## src/rtl/knn_vote.sv

```systemverilog
// Majority-vote classifier: counts labels of the K nearest sorted entries and
// reports the winning class, ties resolved toward the class with the nearest member.
module knn_vote #(
  parameter int unsigned N         = 8,
  parameter int unsigned W         = 16,
  parameter int unsigned TYPE_W    = 2,
  parameter int unsigned K         = 3,
  parameter int unsigned ASCENDING = 1
) (
  input  logic                         clk,
  input  logic                         rst,
  input  logic                         valid_sort,
  input  logic [N-1:0][W-1:0]          distance_array_sorted,
  input  logic [N-1:0][TYPE_W-1:0]     type_array_sorted,
  output logic [TYPE_W-1:0]            class_out,
  output logic [$clog2(K+1)-1:0]       vote_count,
  output logic [W-1:0]                 nearest_distance,
  output logic                         valid_class,
  output logic                         busy
);

  localparam int unsigned NUM_TYPES = 2 ** TYPE_W;
  localparam int unsigned CW        = $clog2(K + 1);
  localparam int unsigned RW        = (K > 1) ? $clog2(K) : 1;
  localparam int unsigned IW        = (N > 1) ? $clog2(N) : 1;

  generate
    if (K < 1 || K > N) begin : g_bad_k
      $error("knn_vote: K must lie in 1..N");
    end
  endgenerate

  typedef enum logic [1:0] {IDLE, COUNT, SELECT, DONE} state_t;

  state_t                      state_q, state_d;
  logic [N-1:0][W-1:0]         dist_q;
  logic [N-1:0][TYPE_W-1:0]    type_q;
  logic [CW-1:0]               cnt_q   [NUM_TYPES];
  logic [RW-1:0]               first_q [NUM_TYPES];
  logic [RW-1:0]               rank_q;
  logic [TYPE_W-1:0]           scan_q;
  logic [TYPE_W-1:0]           best_cls_q;
  logic [CW-1:0]               best_cnt_q;
  logic [RW-1:0]               best_first_q;
  logic [W-1:0]                near_q;

  logic [IW-1:0]               idx_c;
  logic [TYPE_W-1:0]           lbl_c;
  logic                        last_rank_c;
  logic                        last_scan_c;
  logic                        better_c;

  // Rank-to-index mapping and per-cycle decisions.
  always_comb begin
    if (ASCENDING != 0) idx_c = IW'(rank_q);
    else                idx_c = IW'(N - 1) - IW'(rank_q);
    lbl_c       = type_q[idx_c];
    last_rank_c = (rank_q == RW'(K - 1));
    last_scan_c = (scan_q == TYPE_W'(NUM_TYPES - 1));
    better_c    = (cnt_q[scan_q] > best_cnt_q) ||
                  ((cnt_q[scan_q] == best_cnt_q) && (cnt_q[scan_q] != '0) &&
                   (first_q[scan_q] < best_first_q));
  end

  // Next-state logic.
  always_comb begin
    state_d = state_q;
    case (state_q)
      IDLE:    if (valid_sort)  state_d = COUNT;
      COUNT:   if (last_rank_c) state_d = SELECT;
      SELECT:  if (last_scan_c) state_d = DONE;
      DONE:                     state_d = IDLE;
      default:                  state_d = IDLE;
    endcase
  end

  always_ff @(posedge clk or negedge rst) begin
    if (!rst) state_q <= IDLE;
    else      state_q <= state_d;
  end

  // Datapath and registered outputs.
  always_ff @(posedge clk or negedge rst) begin
    if (!rst) begin
      dist_q           <= '0;
      type_q           <= '0;
      for (int t = 0; t < NUM_TYPES; t++) begin
        cnt_q[t]   <= '0;
        first_q[t] <= '0;
      end
      rank_q           <= '0;
      scan_q           <= '0;
      best_cls_q       <= '0;
      best_cnt_q       <= '0;
      best_first_q     <= '0;
      near_q           <= '0;
      class_out        <= '0;
      vote_count       <= '0;
      nearest_distance <= '0;
      valid_class      <= 1'b0;
      busy             <= 1'b0;
    end else begin
      valid_class <= 1'b0;
      busy        <= (state_d != IDLE);
      case (state_q)
        IDLE: if (valid_sort) begin
          dist_q       <= distance_array_sorted;
          type_q       <= type_array_sorted;
          for (int t = 0; t < NUM_TYPES; t++) begin
            cnt_q[t]   <= '0;
            first_q[t] <= '0;
          end
          rank_q       <= '0;
          scan_q       <= '0;
          best_cls_q   <= '0;
          best_cnt_q   <= '0;
          best_first_q <= '0;
        end
        COUNT: begin
          // First rank seen for a label is kept for the nearest-member tie-break.
          if (cnt_q[lbl_c] == '0) first_q[lbl_c] <= rank_q;
          cnt_q[lbl_c] <= cnt_q[lbl_c] + CW'(1);
          if (rank_q == '0) near_q <= dist_q[idx_c];
          rank_q <= rank_q + RW'(1);
        end
        SELECT: begin
          if (better_c) begin
            best_cls_q   <= scan_q;
            best_cnt_q   <= cnt_q[scan_q];
            best_first_q <= first_q[scan_q];
          end
          scan_q <= scan_q + TYPE_W'(1);
        end
        DONE: begin
          class_out        <= best_cls_q;
          vote_count       <= best_cnt_q;
          nearest_distance <= near_q;
          valid_class      <= 1'b1;
        end
        default: ;
      endcase
    end
  end

endmodule

```

## config.mk

```make
export PLATFORM = sky130hd
export DESIGN_NAME = knn_vote
export DESIGN_NICKNAME = d
export VERILOG_FILES = /design/src/rtl/knn_vote.sv
export SDC_FILE = /design/constraint.sdc
export NUM_CORES = 1
export LEC_CHECK = 0
export CAP_MARGIN = 20
export CORE_MARGIN = 2
export CORE_UTILIZATION = 48
export DETAILED_ROUTE_END_ITERATION = 10
export PLACE_DENSITY = 0.83
export SETUP_SLACK_MARGIN = 0.3
export SYNTH_ARGS = -nofsm -noshare
export SYNTH_HDL_FRONTEND = slang
export SYNTH_SLANG_ARGS = --single-unit
```

## constraint.sdc

```tcl
create_clock -name clk -period 3.23 [get_ports clk]
set_clock_uncertainty 0.2 [all_clocks]
set_input_delay 0.4845 -clock clk [delete_from_list [all_inputs] [get_ports clk]]
set_output_delay 0.4845 -clock clk [all_outputs]
set_load 0.01 [all_outputs]
```

==> results.md <==
- Gpl congestion: approximately 0.82
- Async SR Flop Fraction: between 90% and 100%
- Cell variety after synth: 31
- Slew Viols, Final: 0
- Area share of the largest cell type after synthesis: 57.32%
- Maximum clock path buffer count: 2
- Synth Area per Inst: 10.87 µm²
- Worst endpoint required time: 3.33 ns
- Flop pwr share: a little under two fifths
- Final setup fails: 0
- DRT Pass-1 Iters: 5
- Chip Width: between 100 and 150 µm
- Worst slew pin tran: around 1.0 ns
- Layout cells sized above 1: 16.52%
- Synth area leader: dfrtp_1
- Gr usage total: roughly 22%
- Worst hold-check path type: reg -> reg
- Sw frac: a little over a third
- Worst path slowest cell: mux4_2
- Crit path largest cell delay: roughly 0.62 ns
- Final hold slack: roughly 0.27 ns
- Via density: 5.132
- Status: complete, no violations
- Comb power frac: just under 40%
- Core Box Area: ~12,000 µm²
- Hold EP: dist_q[17]$_DFFE_PN0P_
- Cells on worst reg2reg path: 7
- Critical Path Sink Type: flip-flop
- Final Cycle Share: about 85%
- Final Hold Fails: 0
- Ys flop type: dfrtp_1
- Startpoint Class: flip-flop
- Nets: roughly 810
- Final instance area: 7756 µm²
- Clock share of power: a little under a quarter
- CP Cell Sequence: mux4_2, ha_1, nand2_1, nor2_1, o211ai_4, a31o_4, a22o_1
- Hold path depth: 2
- Net Count, Synth: roughly 710
- Ant. Diodes: 0
- HP Start: dist_q[17]$_DFFE_PN0P_
- Top cells by area in the synthesized netlist: dfrtp_1 57%, nand2_1 15%, mux4_2 8.6%, mux2_2 6.5%, mux2i_1 1.5%
- Initial antenna violation count: 0
- Seq/Total Area, Yosys: between 50% and 60%
- Rows: 40
- CTS Root Cell: clkbuf_16
- Most common library cells after synthesis: 245 x nand2_1, 138 x dfrtp_1, 35 x mux2_2
- Area delta synth->final: 28.74%
- Clock Sinks: 138
- Slew HR: between 30 and 40%
- Vias in the first global route: approximately 4,500
- Total number of vias: 4,280
- Initial Util: between 40% and 50%
- Pwr Density: between 1000 and 1500 nW/µm²
- FF+latch count, synth: between 100 and 150
- Final HPWL DP: 9.071 mm
- Worst r2r dst: best_cnt_q[0]$_DFFE_PN0P_
- Post-synth EDFFs: 0
- Port Buffers: 96
- Unrepaired setup endpoints after global routing: no
- Leak: between 3 and 4 nW
- Chip height: approximately 120 µm
- Antenna viol nets, final: 0
- Max Cap Viol: 0
- Num CTS Buffers: 17
- Max Fclk: roughly 370 MHz
- Crit Path Class: reg -> reg
- Top-count cell post-synth: nand2_1
- Iter 0 DRT Violations: approximately 200
- NetSw: ~0.0027 W
- Yosys warnings: 0
- Clock insertion delay at the later pin of the skew report: between 0.4 and 0.5 ns
- Int Power: a little over 0.005 W
- CTS tree: built
- WP data arrival: ~2.8 ns
- RR Startpoint: scan_q[0]$_DFFE_PN0P_
- Cell count after synthesis: ~550
- WL final: about 13 mm
- First-pass GRT wire length: 22.06 mm
- Io pins: approximately 170
- Sum of negative setup slack: 0 ns
- DR WL/cell: between 15 and 20 µm
- Number of H-tree levels: 4
- Worst-path fanout max: 8
- GR Overflow Total: 0
- Total Power: a little under 0.008 W
- Final Util: 64.04%
- Cell Area, Synth: approximately 6000 µm²
- Largest net degree at the start of global routing: 81
- DIE AREA: around 13,000 µm²
- Placed standard-cell area: 7177 µm²
- Fin crit period: 2.732 ns
- Worst vdd ir: approximately 0.52 mV
- DRC: 0
- R2R Setup Slk: roughly 0.5 ns
- Worst-path clk slew: about 0.060 ns
==> worst max-delay path: cells and delay by family, from the launching register on <==
family,cells,cell delay [ns]
simple gates,2,0.26
compound gates,3,0.66
fa+ha+maj,1,0.32
flops,1,0.57
mux,1,0.62
==> final cells by class <==
class                   instances  area [µm²]
clock inverters                11       96.34
well taps                     168       210.2
inverters                      10       37.54
repair buffers                108        1067
flip-flops and latches        138        3453
multi-input cells             378        2421
clock buffers                  21       470.5
fillers                       928        4355
==> worst max-delay path by stage <==
stage                          startpoint                         to  slack (ns)  cells past startpoint
finish              scan_q[0]$_DFFE_PN0P_  best_cnt_q[0]$_DFFE_PN0P_        0.50                      7
global route        rank_q[0]$_DFFE_PN0P_     first_q[1]$_DFFE_PN0P_        0.34                      8
CTS                 scan_q[0]$_DFFE_PN0P_  best_cnt_q[0]$_DFFE_PN0P_        0.42                      6
detailed placement  scan_q[0]$_DFFE_PN0P_  best_cnt_q[0]$_DFFE_PN0P_        0.44                      6
global placement    scan_q[0]$_DFFE_PN0P_  best_cls_q[1]$_DFFE_PN0P_        0.53                      6
floorplan           scan_q[0]$_DFFE_PN0P_  best_cnt_q[1]$_DFFE_PN0P_        0.75                      7
==> stage by stage <==
| step | instances | setup WS, ns |
|---|---|---|
| 2_1_floorplan | 554 | 0.7525 |
| 3_3_place_gp | 801 | 0.5250 |
| 3_5_place_dp | 801 | 0.4370 |
| 4_1_cts | 834 | 0.4161 |
| 5_1_grt | 834 | 0.3391 |
| 6_report | 834 | 0.4977 |
==> registers in the layout, summed over array words and instances, names as in the netlist <==
| signal | count |
|---|---|
| first_q | 8 |
| best_cls_q | 2 |
| scan_q | 2 |
| rank_q | 2 |
| class_out | 2 |
| valid_class | 1 |
| busy | 1 |
| near_q | 16 |
| nearest_distance | 16 |
| best_first_q | 2 |
| state_q | 2 |
| best_cnt_q | 2 |
| vote_count | 2 |
| dist_q | 64 |
| type_q | 8 |
| cnt_q | 8 |
==> cell families after synthesis <==
group | after synthesis | share of synthesized area (%)
AND/OR/NAND/NOR | 268 | 17.30
AO/OA/AOI/OAI | 35 | 4.195
adder cells (fa/ha/maj) | 7 | 1.454
multiplexers | 68 | 17.07
flip-flops | 138 | 57.32
buffers and inverters | 38 | 2.658
==> placed cells by master (no fill, tap or decap), types with 2 or more instances in the layout <==
master and count:
a21oi_1 3, a22o_1 7, buf_4 10, clkbuf_16 17, clkbuf_8 3, clkdlybuf4s50_1 95, clkinv_2 4, clkinvlp_4 5
dfrtp_1 138, ha_1 7, inv_1 10, mux2_2 35, mux2i_1 9, mux4_2 23, nand2_1 244, nand2b_1 2
nand3_1 6, nor2_1 6, nor2_2 2, nor2b_1 3, o21ai_0 17, o21ai_1 3
==> timing repair <==
action | 4_1_cts | 5_1_grt
hold endpoints to repair | 54 | 0
buffers inserted | 0 | 0
resized for setup | 0 | 2
endpoints found under the setup margin | 0 | 3
hold buffers | 1 | 0
==> power groups by stage <==
stage	combinational (W)	sequential, W	clock (W)
3_3_place_gp	0.00292	0.00296	0
5_1_grt	0.00342	0.00310	0.00193
3_5_place_dp	0.00306	0.00302	0
6_report	0.00307	0.00300	0.00182
2_1_floorplan	0.00222	0.00287	0
4_1_cts	0.00309	0.00300	0.00185
==> routing by layer <==
metal  track usage (%)  wire, µm  share of wire [%]
met1             27.02      5306                 41
met2             36.96      6797                 52
met3             4.289       601                4.6
met4             8.571       267                2.1
met5                 0         0                  0
No activity file was read; power rests on OpenSTA's default activity.
